## config.mk

```make
export PLATFORM = sky130hd
export DESIGN_NAME = register_4bit_en
export DESIGN_NICKNAME = d
export VERILOG_FILES = /design/src/rtl/register_4bit_en_pkg.sv /design/src/rtl/register_4bit_en.sv
export SDC_FILE = /design/constraint.sdc
export NUM_CORES = 1
export LEC_CHECK = 0
export ABC_AREA = 1
export BUFFER_PORTS_ARGS = -buffer_cell sky130_fd_sc_hd__buf_2
export CORE_AREA = 3 3 40 42
export CTS_CLUSTER_SIZE = 25
export DETAILED_ROUTE_END_ITERATION = 10
export DIE_AREA = 0 0 43 45
export PLACE_DENSITY = 0.36
export SETUP_SLACK_MARGIN = 0.1
export SYNTH_ARGS = -nofsm -noshare
export SYNTH_HDL_FRONTEND = slang
export SYNTH_SLANG_ARGS = --single-unit
```

## constraint.sdc

```tcl
create_clock -name clk -period 1.1 [get_ports clk]
set_clock_uncertainty 0.1 [all_clocks]
set_input_delay 0.22 -clock clk [delete_from_list [all_inputs] [get_ports clk]]
set_output_delay 0.22 -clock clk [all_outputs]
set_load 0.01 [all_outputs]
```

## src/rtl/register_4bit_en_pkg.sv

```systemverilog
// rtl/register_4bit_en_pkg.sv - shared constants and width check for the loadable register
package register_4bit_en_pkg;

    localparam int DEFAULT_WIDTH = 4;
    localparam int MIN_WIDTH     = 1;
    localparam int MAX_WIDTH     = 64;

    function automatic bit width_legal(input int w);
        return (w >= MIN_WIDTH) && (w <= MAX_WIDTH);
    endfunction

endpackage

```

## src/rtl/register_4bit_en.sv

```systemverilog
// rtl/register_4bit_en.sv - width-parameterised register with load enable and async active-high reset
module register_4bit_en
    import register_4bit_en_pkg::*;
#(
    parameter int               WIDTH       = DEFAULT_WIDTH,
    parameter logic [WIDTH-1:0] RESET_VALUE = {WIDTH{1'b0}}
) (
    input  logic             clk,
    input  logic             reset,
    input  logic             enable,
    input  logic [WIDTH-1:0] d,
    output logic [WIDTH-1:0] q
);

    if (!width_legal(WIDTH)) begin : g_bad_width
        $fatal(1, "register_4bit_en: WIDTH must be in 1..64");
    end

    logic [WIDTH-1:0] q_d;
    logic [WIDTH-1:0] q_q;
    logic             released_d;
    logic             released_q;

    // Enable is a data-path mux in front of the flops; the clock is never gated.
    always_comb begin
        q_d        = q_q;
        released_d = 1'b1;
        if (enable) begin
            q_d = d;
        end
    end

    always_ff @(posedge clk or posedge reset) begin
        if (reset) begin
            q_q        <= RESET_VALUE;
            released_q <= 1'b0;
        end else begin
            q_q        <= q_d;
            released_q <= released_d;
        end
    end

    assign q = q_q;

    // Control inputs must be known once the first reset has been released.
    a_ctrl_known: assert property (@(posedge clk) released_q |-> !$isunknown({enable, reset}))
        else $error("register_4bit_en: X/Z on enable or reset");

endmodule

```

Word level (Yosys, flattened, before mapping)
Cells that the tools add are included.
{"block": "word_totals", "register_bits": 4, "elab_cells": 1}

Longest topological paths before layout
Gate-level depths: netlist (run 1).
{"block": "logic_depth", "word_depth": 0, "ltp_mapped": 3, "ltp_nobuf": 3}

Least setup slack after synthesis (run 1)
Ideal clock, no wire load.
{"block": "synth_timing", "path_type": "register to register", "from": "reg q[0] (netlist name)", "to": "reg q_q[0] (netlist: q[0])", "arrival_time_ns": 0.499, "setup_slack_ns": 0.385, "path_stages_with_launch": 3, "path_buffers": 0, "cell_sequence": "dfrtp_1 nand2_1 nand2_1"}
{"element": "to (signal assigned)", "line_no": "register_4bit_en.sv:38", "source": "q_q <= q_d;"}
{"element": "to (decl)", "line_no": "register_4bit_en.sv:20", "source": "logic [WIDTH-1:0] q_q;"}

Final worst setup path (run 1)
{"block": "layout_timing", "from": "reg q_q[2] (netlist: q[2])", "to": "out q[2]"}
{"element": "to (decl)", "line_no": "register_4bit_en.sv:12", "source": "output logic [WIDTH-1:0] q"}
No word-level cell between the ends.

==> results.toml, run 1 <==
[global_route]
antenna_found_initial = 0
grt_pass1_wl_um = 683
grt_overflow_total = 0
busiest_layer = "met4"
gr-usage-all-layers_pct = 5.60
use_met2_pct = 5.09
gr-usage-met3_pct = 6.37
grt_start_max_net_pins = 6
gr-usage-met1_pct = 5.35
grt_pass1_vias = 161

[logic_synthesis]
synth_top_family_by_area = "simple AND/OR/NAND/NOR gates"
synth_area_leaders = "dfrtp_1 (66%), nand2_1 (30%), inv_1 (2.5%)"
synth_most_common_cell = "nand2_1"
synth_compound_area_share_pct = 0
synth_top_area_share_pct = 65.6
async_flop_share_pct = 100
ys.flop_type = "dfrtp_1"
synth_warnings = 0
synthCells = 18
ys_seq_area_share_pct = 65.6
ys_types = 4
synthMuxAreaShare_pct = 0
synth_edf_count = 0
synth_largest_area_cell = "dfrtp_1"
syn_nets = 25
yosys.area_share.xor_xnor_pct = 0
synth_area_um2 = 153
synth_common_cells = "nand2_1 (12), dfrtp_1 (4), inv_1 (1), inv_2 (1)"
synth-seq-cells = 4
synthAdderAreaFrac_pct = 0
avgSynthCellArea_um2 = 8.48
synth-simple-area-share_pct = 29.5

[floorplanning]
die_y_um = 45
core_um2 = 1280
fp.dieArea_um2 = 1940
io_pins = 11
initial_core_util_pct = 11.9
num_rows = 13
fp.dieW_um = 43

[placed_design]
dp_hpwl_um = 318
portBuffers = 10
place_congestion = 0.687
place_ws_ps = 283

[worst_setup_path]
cpPeakStageDelay_ps = 370
cpLargestDelayFamily = "flip-flops"
slowest_stage = "dfrtp_1"
cp.arrival_ps = 740
worstSetupStartpoint = "q[2]$_DFFE_PP0P_"
worstSetupStartpointType = "flop"
worstPathMaxFanout = 2
crit_chain = "buf_2"
critPathKind = "reg2out"
regToRegSetupSlack_ps = 280
cp.required_ps = 780
r2r_start = "q[1]$_DFFE_PP0P_"
path_buf_inv = 1
end_kind = "output pin"

[cts]
clk_latency_ps = 230
cts_tree = "done"
clock_sinks = 4
cts_root_buffer = "clkbuf_4"
clk_pin_slew_ps = 40
cts_max_path_buffers = 2
cts_buffers = 3
cts_htree_levels = 1

[run]
maxCapViolCount = 0

[power_and_ir_drop]
p_int_uw = 319
power.share.combinational_pct = 16.0
power.density_nw_per_um2 = 1500
leakagePower_uw = 0.000163
swShare_pct = 22.6
clockPowerShare_pct = 43.3
irDropWorstVdd_mv = 0.294
power_uw = 412
pwr-share-seq_pct = 40.7
switchingPower_uw = 93.1

[detailed_routing]
first_iter_violations = 4
ant_nets = 0
vias_per_cell = 3.06
drt_first_pass_iters = 3
vias = 150
drc = 0
drt-total-wl_um = 395
wl_per_cell_um = 8.06

[status]
status = "finished, final reports clean"

[sta]
rsz0062_at_grt = "true"
timing.fmax_ghz = 0.947
fin_crit_sh_pct = 96.0
setup_violations = 0
tightest_slew_ps = 146
slew_headroom_pct = 90.3
postLayoutSetupSlackWorst_ps = 44.1
final-hold-violation-count = 0
drv_slew = 0
min_period_ps = 1060

[layout]
ff_latch_area_um2 = 100
layout-drive-gt1-share_pct = 47.1
largest_reg_flops = 4
area_delta_synth_final_pct = 80.3
nFillCells = 153
post-route-util_pct = 21.4
diodes = 0
fin_nets = 43
multi_input_area_um2 = 45.0

[worst_hold_path]
hp-start = "d[1]"
hold_class = "in2reg"
[cells by family after synthesis]
| kind of cell | count (synthesis) |
|---|---|
| flops | 4 |
| simple gates | 12 |
| buf+inv | 2 |
[final timing paths]
kind	to	cells past startpoint
min in group asynchronous	q[1]$_DFFE_PP0P_	3
worst min-delay path	q[1]$_DFFE_PP0P_	3
max in group asynchronous	q[3]$_DFFE_PP0P_	3
worst min register to register	q[0]$_DFFE_PP0P_	2
worst max register to register	q[1]$_DFFE_PP0P_	3
worst max-delay path	q[2]	1
[layout by cell type, fill, tap and decap left out, drive strengths merged]
cell / count
buf: 12
clkbuf: 3
dfrtp: 4
dlygate4sd3: 1
inv: 2
nand2: 12
[final cells by class]
cell class / count / share of cell area, %
inverters: 2 / 2.73
flip-flops and latches: 4 / 36.4
multi-input cells: 12 / 16.4
clock buffers: 3 / 8.18
repair buffers: 13 / 29.5
well taps: 15 / 6.82
[power by group through the flow]
stage / Combinational, µW / Clock, µW / Sequential (µW)
CTS: 54.5 / 187 / 167
global route: 75.3 / 204 / 169
finish: 65.9 / 178 / 168
global placement: 52.1 / 0 / 168
detailed placement: 51.6 / 0 / 169
floorplan: 15.7 / 0 / 176
[per-stage QoR]
stage / cell area [µm²] / TNS (ps) / hold slack [ps] / instances
final: 275 / 0 / 88.5 / 49
after global routing: 275 / -3.11 / 85.7 / 49
after CTS: 254 / 0 / 82.0 / 47
after detailed placement: 221 / 0 / 6.53 / 43
after global placement: 221 / 0 / 4.11 / 43
after floorplan: 153 / 0 / -114 / 18
[routing by layer]
metal,up-vias,routed length [µm]
met5,-,0
met4,0,0
met3,0,109
met2,11,124
met1,54,161
li1,85,-
[repair_timing]
item	CTS	global route
setup endpoints to repair	4	4
hold buffers	1	0
buffers inserted	0	2
resized for setup	0	1
endpoints found under the hold margin	4	0
Note: power is estimated with default switching activity, not from simulation.
==> run 2: changes to the inputs <==
Settings changed: ABC_AREA 1 to 0, CELL_PAD_IN_SITES_DETAIL_PLACEMENT set to 1, CELL_PAD_IN_SITES_GLOBAL_PLACEMENT set to 1, PLACE_DENSITY 0.36 to 0.42.
==> results.toml, run 2 <==
[sta]
setup_violations = 0
hold-worst-slack_ps = 126
rsz0062_at_grt = "true"
final-hold-violation-count = 0
min_period_ps = 1050
drv_slew = 0
tightest_slew_ps = 154
slew_headroom_pct = 89.7
timing.fmax_ghz = 0.949
fin_crit_sh_pct = 95.8
tns_ps = 0

[worst_hold_path]
whs_path_depth = 2
hp-start = "d[0]"
hold_class = "in2reg"
holdPathEnd = "q[0]$_DFFE_PP0P_"

[worst_setup_path]
timing.rr.end = "q[2]$_DFFE_PP0P_"
r2r_start = "q[2]$_DFFE_PP0P_"
worstSetupStartpoint = "q[0]$_DFFE_PP0P_"
cpPeakStageDelay_ps = 370
cpLargestDelayFamily = "flip-flops"
regToRegSetupSlack_ps = 140
critPathKind = "reg2out"
cp.required_ps = 780
crit_chain = "buf_2"
path_buf_inv = 1
worstSetupStartpointType = "flop"
rr_worst_depth = 2
worstPathMaxFanout = 2
end_kind = "output pin"
slowest_stage = "dfrtp_1"
cp.arrival_ps = 730

[detailed_routing]
drc = 0
vias = 133
vias_per_cell = 3.24
wl_per_cell_um = 9.15
ant_nets = 0
drt-total-wl_um = 375
drt_first_pass_iters = 3
first_iter_violations = 3

[logic_synthesis]
synth_top_area_share_pct = 67.2
synth_largest_area_cell = "dfrtp_1"
synth_area_leaders = "dfrtp_1 (67%), mux2_2 (30%), inv_1 (2.5%)"
async_flop_share_pct = 100
synth_warnings = 0
ys.flop_type = "dfrtp_1"
ys_seq_area_share_pct = 67.2
synthCells = 9
ys_types = 3
synth_area_um2 = 149
synth-seq-cells = 4
synth_common_cells = "dfrtp_1 (4), mux2_2 (4), inv_1 (1)"
avgSynthCellArea_um2 = 16.5
syn_nets = 16
synth_edf_count = 0

[placed_design]
placed_cell_area_um2 = 218
place_congestion = 0.564
portBuffers = 10

[floorplanning]
fp.dieW_um = 43
initial_core_util_pct = 11.6
core_um2 = 1280
fp.dieArea_um2 = 1940
die_y_um = 45
io_pins = 11
num_rows = 13

[layout]
finalInstanceArea_um2 = 273
largest_reg_flops = 4
diodes = 0
layout_common_cells = "buf_2 (10), mux2_2 (4), dfrtp_1 (4)"
fin_nets = 35
area_delta_synth_final_pct = 83.2
layout-drive-gt1-share_pct = 76.9
layout_commonest_cell = "buf_2"
nFillCells = 159

[cts]
cts_tree = "done"
cts_resized = 0
cts_htree_levels = 1
cts_buffers = 3
cts_max_path_buffers = 2
clk_latency_ps = 230
clock_sinks = 4
cts_root_buffer = "clkbuf_4"
clk_pin_slew_ps = 40

[global_route]
grt_overflow_total = 0
grt_start_max_net_pins = 5
antenna_found_initial = 0
gr-usage-all-layers_pct = 5.18
grt_pass1_wl_um = 655
grt_pass1_vias = 168

[power_and_ir_drop]
leakagePower_uw = 0.000140
irDropWorstVdd_mv = 0.349
power.density_nw_per_um2 = 1530

[status]
status = "finished, final reports clean"

[run]
maxCapViolCount = 0
run 2: changes by cell type in the layout (fill, tap and decap cells not counted):
cell | before | now
buf_6 | 1 | 0
buf_2 | 9 | 10
nand2_1 | 12 | 0
inv_2 | 1 | 0
mux2_2 | 0 | 4
buf_4 | 2 | 3
run 2: stage by stage:
| step | instances | util [%] | setup WS (ps) | power (µW) |
|---|---|---|---|---|
| 4_1_cts | 40 | 20.6 | 28.6 | 423 |
| 3_3_place_gp | 34 | 16.9 | 201 | 226 |
| 5_1_grt | 41 | 21.2 | 15.1 | 447 |
| 2_1_floorplan | 9 | - | 231 | 196 |
| 6_report | 41 | 21.2 | 46.1 | 417 |
| 3_5_place_dp | 34 | 16.9 | 186 | 228 |
run 2: worst max-delay path by stage:
| stage | cells past startpoint | endpoint | slack [ps] |
|---|---|---|---|
| after floorplan | 1 | q[0]$_DFFE_PP0P_ | 230 |
| after global placement | 2 | q[3]$_DFFE_PP0P_ | 200 |
| after detailed placement | 2 | q[2]$_DFFE_PP0P_ | 190 |
| after CTS | 1 | q[0] | 30 |
| after global routing | 1 | q[3] | 20 |
| final | 1 | q[0] | 50 |
run 2: cell families after synthesis:
group	after synthesis	synth area share [%]
buffers and inverters	1	2.52
flip-flops	4	67.2
multiplexers	4	30.2
run 2: power breakdown:
part | total (µW) | internal, µW | leakage (µW) | switching (µW)
registers | 169 | 163 | 0.0000468 | 6.16
logic | 72.5 | 45.4 | 0.0000791 | 27.1
clock network | 176 | 122 | 0.0000138 | 53.9
total | 417 | 330 | 0.000140 | 87.2
run 2: layer usage:
| layer | GRT usage (%) | vias up | routed length [µm] |
|---|---|---|---|
| met5 | 0 | - | 0 |
| met4 | 7.23 | 0 | 0 |
| met3 | 2.39 | 0 | 13 |
| met2 | 9.58 | 1 | 283 |
| met1 | 2.91 | 68 | 79 |
| li1 | - | 64 | - |
run 2: repair_timing:
| item | CTS | global route |
|---|---|---|
| setup buffers | 2 | 1 |
| gates cloned | 0 | 0 |
| endpoints found under the setup margin | 4 | 4 |
| endpoints found under the hold margin | 4 | 0 |
| hold buffers | 1 | 0 |
run 2: cell type report:
| class | count | area, µm² | area share [%] |
|---|---|---|---|
| clock buffers | 3 | 22.5 | 8.26 |
| inverters | 1 | 3.75 | 1.38 |
| multi-input cells | 4 | 45.0 | 16.5 |
| flip-flops and latches | 4 | 100 | 36.7 |
| well taps | 15 | 18.8 | 6.88 |
| repair buffers | 14 | 82.6 | 30.3 |
